--- config.mk ---
export PLATFORM = sky130hd
export DESIGN_NAME = mux_rr_arbiter
export DESIGN_NICKNAME = d
export VERILOG_FILES = /design/src/rtl/mux_arb_pkg.sv /design/src/rtl/mux_rr_arbiter_rr_pick.sv /design/src/rtl/mux_rr_arbiter.sv
export SDC_FILE = /design/constraint.sdc
export NUM_CORES = 1
export LEC_CHECK = 0
export ABC_AREA = 1
export CELL_PAD_IN_SITES_DETAIL_PLACEMENT = 1
export CELL_PAD_IN_SITES_GLOBAL_PLACEMENT = 1
export CORE_AREA = 10 10 216 218
export DETAILED_ROUTE_END_ITERATION = 10
export DIE_AREA = 0 0 226 228
export GPL_ROUTABILITY_DRIVEN = 0
export HOLD_SLACK_MARGIN = 0.15
export PLACE_DENSITY_LB_ADDON = 0.2
export SYNTH_ARGS = -nofsm -noshare
export SYNTH_HDL_FRONTEND = slang
export SYNTH_HIERARCHICAL = 1
export SYNTH_SLANG_ARGS = --single-unit
--- constraint.sdc ---
create_clock -name clk -period 5.7 [get_ports clk]
set_input_delay 1.71 -clock clk [delete_from_list [all_inputs] [get_ports clk]]
set_output_delay 1.71 -clock clk [all_outputs]
set_load 0.1 [all_outputs]
--- src/rtl/mux_arb_pkg.sv ---
// mux_arb_pkg: shared constants, source index type and state enum for mux_rr_arbiter
package mux_arb_pkg;
  localparam int NUM_REQ = 16;
  localparam int DATA_W = 32;
  localparam int IDX_W = $clog2(NUM_REQ);
  typedef logic [IDX_W-1:0] idx_t;
  typedef enum logic {EMPTY, FULL} state_t;
endpackage

--- src/rtl/mux_rr_arbiter_rr_pick.sv ---
// rr_pick: combinational round-robin picker, searching upward from ptr+1 with wrap
module rr_pick #(
  parameter int NUM_REQ = mux_arb_pkg::NUM_REQ,
  parameter int IDX_W = $clog2(NUM_REQ)
) (
  input  logic [NUM_REQ-1:0] req,
  input  logic [IDX_W-1:0]   ptr,
  output logic [IDX_W-1:0]   win,
  output logic               any
);
  logic [IDX_W-1:0] idx;
  // Walk from farthest offset to nearest so the closest pending index wins last.
  always_comb begin
    win = '0;
    idx = '0;
    any = |req;
    for (int i = NUM_REQ; i >= 1; i--) begin
      idx = ptr + IDX_W'(i);
      if (req[idx]) win = idx;
    end
  end
endmodule

--- src/rtl/mux_rr_arbiter.sv ---
// mux_rr_arbiter: round-robin arbiter feeding a registered valid/ready output stage.
// Optional burst lock enabled by defining MUX_ARB_LOCK_EN.
module mux_rr_arbiter #(
  parameter int DATA_W = mux_arb_pkg::DATA_W,
  parameter int NUM_REQ = mux_arb_pkg::NUM_REQ,
  parameter int IDX_W = $clog2(NUM_REQ)
) (
  input  logic                           clk,
  input  logic                           rst,
  input  logic [NUM_REQ-1:0]             req,
  input  logic [NUM_REQ-1:0][DATA_W-1:0] data,
`ifdef MUX_ARB_LOCK_EN
  input  logic [NUM_REQ-1:0]             lock,
`endif
  output logic [NUM_REQ-1:0]             ack,
  output logic                           out_valid,
  input  logic                           out_ready,
  output logic [DATA_W-1:0]              out_data,
  output logic [IDX_W-1:0]               out_src
);
  import mux_arb_pkg::*;
  state_t state;
  logic [IDX_W-1:0] ptr, win, sel;
  logic any, drain, load;
  rr_pick #(.NUM_REQ(NUM_REQ), .IDX_W(IDX_W)) u_pick (
    .req(req),
    .ptr(ptr),
    .win(win),
    .any(any)
  );
`ifdef MUX_ARB_LOCK_EN
  logic locked;
  logic [IDX_W-1:0] lock_idx;
  // A live lock overrides round-robin; ptr already equals lock_idx so it stays put.
  assign sel = (locked && req[lock_idx]) ? lock_idx : win;
`else
  assign sel = win;
`endif
  assign out_valid = (state == FULL);
  assign drain = out_valid && out_ready;
  assign load = (!out_valid || drain) && any;
  assign ack = (load && !rst) ? ({{(NUM_REQ-1){1'b0}}, 1'b1} << sel) : '0;
  always_ff @(posedge clk or posedge rst) begin
    if (rst) begin
      state <= EMPTY;
      out_data <= '0;
      out_src <= '0;
      ptr <= '1;
`ifdef MUX_ARB_LOCK_EN
      locked <= 1'b0;
      lock_idx <= '0;
`endif
    end else if (load) begin
      state <= FULL;
      out_data <= data[sel];
      out_src <= sel;
      ptr <= sel;
`ifdef MUX_ARB_LOCK_EN
      locked <= lock[sel];
      lock_idx <= sel;
`endif
    end else if (drain) begin
      state <= EMPTY;
    end
  end
endmodule
==> Word level (Yosys, flattened, before mapping) <==
Cells that the tools add are included.
{ "totals": {"regBits": 41, "out_inout_bits": 53, "wordCells": 98} }
{ "classes": {"order_cmp": 17, "add_sub_neg": 15, "muxes": 53, "reduce_logical": 8, "shifts": 1} }
{ "op_table": {"columns": ["cell", "n"], "rows": [
  ["$bmux W32 S4", 1],
  ["$lt A4 B5 Y1 const B", 17],
  ["$bmux W1 S4", 16],
  ["$mux W4", 16],
  ["$add A4 B4 Y4 const B", 8],
  ["$mux W32", 1],
  ["$mux W1", 18],
  ["$add A4 B3 Y4 const B", 4],
  ["$mux W16", 1],
  ["$reduce_or A16 Y1", 1],
  ["$shl A1 B4 Y16 const A", 1],
  ["$add A4 B2 Y4 const B", 2],
  ["$add A4 B1 Y4 const B", 1],
  ["$logic_and A1 B1 Y1", 3],
  ["$logic_not A1 Y1", 2],
  ["$reduce_bool A2 Y1", 1],
  ["$logic_or A1 B1 Y1", 1]
]} }

==> Depth between registers and ports, before layout <==
{ "depth": {"depth_word": 20, "mapped_depth": 39, "depth_no_buf": 36} }

==> By module <==
Netlist, hierarchy kept.
{ "modules_own_cells": {"columns": ["mod", "area_each_um2", "cells_each", "seq_area_each_um2", "n_inst"], "rows": [
  ["mux_rr_arbiter", 7039.3, 1549, 1031.0, 1],
  ["rr_pick", 1660.3, 354, 0.0, 1]
]} }

==> Least setup slack after synthesis <==
Ideal clock, no wire load.
{ "synth_timing": {"path_type": "input-to-output", "from": "in req[12]", "to": "out ack[13]", "t_arrival_ns": 5.760, "setup_slack_ns": -1.770, "path_buffers": 1, "cell_stages": 28, "path_cell_list": "nand2_1 nand3_1 nand3_1 nand2_1 nand2_1 nand2_2 o21ai_0 nand2_1 nand2_1 nand2_1 nand2_1 nand2_1 nand2_1 nand2_1 nand2_1 nand2_1 nand2_1 nand2_1 nand2_1 nand2_1 nand2_1 nand2_1 nand2_1 clkbuf_1 clkinv_1 nor2_1 nand2_1 nor3_1"} }
{ "synth_via": {"elab_chain_cells": 20} }
{ "synth_rtl": {"columns": ["item", "line_no", "rtl"], "rows": [
  ["start, declared", "mux_rr_arbiter.sv:10", "input logic [NUM_REQ-1:0] req,"],
  ["$bmux W1 S4", "mux_rr_arbiter_rr_pick.sv:19", "if (req[idx]) win = idx;"],
  ["$mux W1 (not written as such)", "mux_rr_arbiter_rr_pick.sv:19", null],
  ["$mux W4 (15 in a row)", "mux_rr_arbiter_rr_pick.sv:19", null],
  ["$mux W4 (*)", "mux_rr_arbiter_rr_pick.sv:19", null],
  ["via sel[3]", "mux_rr_arbiter.sv:23", "logic [IDX_W-1:0] ptr, win, sel;"],
  ["$shl A1 B4 Y16 (*)", "mux_rr_arbiter.sv:42", "assign ack = (load && !rst) ? ({{(NUM_REQ-1){1'b0}}, 1'b1} << sel) : '0;"],
  ["$mux W16 (*)", "mux_rr_arbiter.sv:42", null],
  ["end, declared", "mux_rr_arbiter.sv:15", "output logic [NUM_REQ-1:0] ack,"]
]} }
The timed path passes the listed nets; every way through them passes the cells marked *. The select of a mux whose other input is x is not followed.

==> Final worst setup path <==
{ "layout_timing": {"from": "in req[1]", "to": "out ack[5]"} }
The elaborated chain is that of the path after synthesis.

==> impl_results.md <==
* H-tree Lvls at 2
* Post-synth net total at between 2,000 and 2,500
* Number of global-route vias before repair at 15,045
* Cell with the most instances after synthesis: nand2_1
* Port buffer count at 583
* Layout area overhead at 95.17%
* RSZ-0062 raised after global routing: yes
* CP bufs+invs at 6
* Synthesized instance count at about 1,900
* Hpwl dp at around 57 mm
* Relative slew slack at 24.85%
* WL/cell at between 20 and 25 um
* Clk pin slew, worst setup/hold paths at 0.06 ns
* Cell area after synthesis at between 8000 and 9000 sq um
* Final net count at just over 3,000
* Sequential fraction of the synthesis area at 11.85%
* Core Footprint at about 43,000 sq um
* Hold Path Class: reg -> reg
* Final Setup Violations at 16
* Final setup TNS at -5.226 ns
* Max Root-Sink Buffers at 2
* Count of TritonRoute iterations in the first routing pass at 7
* Synth top area cells: nand2_1 (57%), nand3_1 (15%), dfrtp_1 (11%), buf_2 (4.2%), a21oi_1 (2.5%)
* Period minus WS final at 6.060 ns
* Yosys top cell by area: nand2_1
* Final instance area at 16,980 sq um
* Crit. End Element: primary output
* IO Pins at between 500 and 600
* Via count at 14,589
* Die Area at between 50,000 and 60,000 sq um
* Post-Place Worst Slack at -0.8469 ns
* Synth warnings at 6
* Required @ worst endpoint at 3.99 ns
* Setup Skew at 0.01080 ns
* Initial antenna violation count at 37
* Critical path class: in -> out
* Top post-synthesis cells by count: nand2_1 (1,328), nand3_1 (259), buf_2 (73)
* Max-Cap Viols at 0
* Share of cells above drive strength 1 at 13.16%
* Number of buffers inserted by hold repair at cts at 0
* Placed cell areas at approximately 16,000 sq um
* Critical path arrival at 4.35 ns
* Overall routing resource usage at 25.78%
* Clock net sink count at 41
* Fin. max-slew vios at 0
* Drt initial violations at 912
* Crit-path most repeated cell: nand2_1
* Max FO, Critical Path at 5
* Synth Flop Type: dfrtp_1
* FP Rows at 76
* Largest net degree at the start of global routing at 237
* Die H at 228 um
* Critical Path Slowest Stage Cell: a21oi_4
* Post-Route WL at 71.74 mm
* Failing checks: negative setup slack
* Synth unique cells at 34
* Period utilization at 106.3%
* CTS Buf Count at 5
* Root buffer cell: clkbuf_16
* ANT nets after route at 0
* Status: complete, but fails checks
* Initial Util at about a fifth
* Clock latency on the worst-skew pair at 0.30 ns
* Async S/R FF share, synth at 100.0%
* First-pass GRT wire length at 99.91 mm
* DP Cell Count at about 3,000
* Final WS setup at -0.3602 ns
* TritonCTS clock tree: built
* Hold Vio Cnt, Final at 0
* Critical path's top delay family: simple AND/OR/NAND/NOR gates
* Yosys top cell area share at 57.30%
* Max Clock Freq at between 0.15 and 0.2 GHz
* Global route overflow at 0
* Die W at roughly 230 um
* # DRC at 0
* Actual slew at the worst max-slew pin at 1.124 ns
* CP max stage delay at 0.29 ns
* Critical path launch point type: input port
* Yosys reg bits at 41
* Finished Layout Cells at 3,058
* Average via count per standard cell at 4.771
* Synthesized area per cell at 4.572 sq um
* Post-synth EDFFs at 0
worst register-to-register path: cells and delay by family, from the launching register on:
kind                       cells  cell delay [ns]
and+or+nand+nor               21             2.20
buffers and inverters         10             1.57
adders and majority gates      1             0.44
DFF                            1             0.53
AOI/OAI and AO/OA              4             0.57
path summary, 6_finish.rpt:
check,startpoint,end,slack [ns],cells past startpoint
min reg2reg,out_data[4],out_data[4],0.48,2
min in group asynchronous,rst,out_src[0],1.68,2
max in group asynchronous,rst,out_data[11],3.21,3
min,out_data[4],out_data[4],0.48,2
max,req[1],ack[5],-0.36,26
max reg2reg,ptr[1],out_data[10],0.32,36
layout by cell type, fill, tap and decap left out, types with 9 or more instances in the layout:
master,Yosys,layout
nand2_2,4,44
dfrtp_1,37,37
clkdlybuf4s50_1,0,551
nor2_4,0,18
nand2_1,1328,1255
diode_2,0,28
nand3_4,0,9
buf_4,4,96
a21oi_1,43,38
buf_6,2,20
nand2_4,1,31
inv_1,36,31
buf_12,0,22
nand3_1,259,216
nand3_2,0,34
through the flow:
stage / util (%) / hold slack [ns]
after floorplan: - / 0.4483
final: 39.94 / 0.4795
after global placement: 37.12 / 0.4644
after CTS: 38.40 / 0.4827
after detailed placement: 37.12 / 0.4661
after global routing: 39.90 / 0.5074
registers in the layout, indices dropped and copies added, names as in the netlist:
register / flops
out_data: 32
out_src: 4
ptr: 4
out_valid: 1
area by class of cell:
cell class              instances  area [sq um]
multi-input cells            1693          7796
fillers                      5671         25530
repair buffers                694          6999
diodes                         28         70.07
clock inverters                 2         37.54
clock buffers                   6         138.9
well taps                     546         683.2
repair inverters                1         7.507
flip-flops and latches         41          1031
inverters                      47         215.2
routing by layer:
layer | up-vias | share of wire, % | GRT usage, %
met5 | - | 0.18 | 0
met4 | 20 | 2.1 | 6.945
met3 | 110 | 7.1 | 7.377
met2 | 454 | 50 | 45.15
met1 | 6916 | 41 | 29.85
li1 | 7089 | - | -
timing repair:
action | 4_1_cts | 5_1_grt
gates resized for setup | 141 | 103
buffers inserted | 22 | 15
pin swaps | 54 | 69
gates cloned | 0 | 2
endpoints found under the setup margin | 48 | 48
logic make-up after synthesis:
family	synth area share, %
AO/OA/AOI/OAI	3.092
XOR/XNOR	0.8774
adder cells (fa/ha/maj)	1.007
buffers and inverters	8.716
flip-flops	11.85
AND/OR/NAND/NOR	74.46
Power is not shown: default switching activity piles up to over one toggle a cycle in this logic, so the estimate is an artifact.
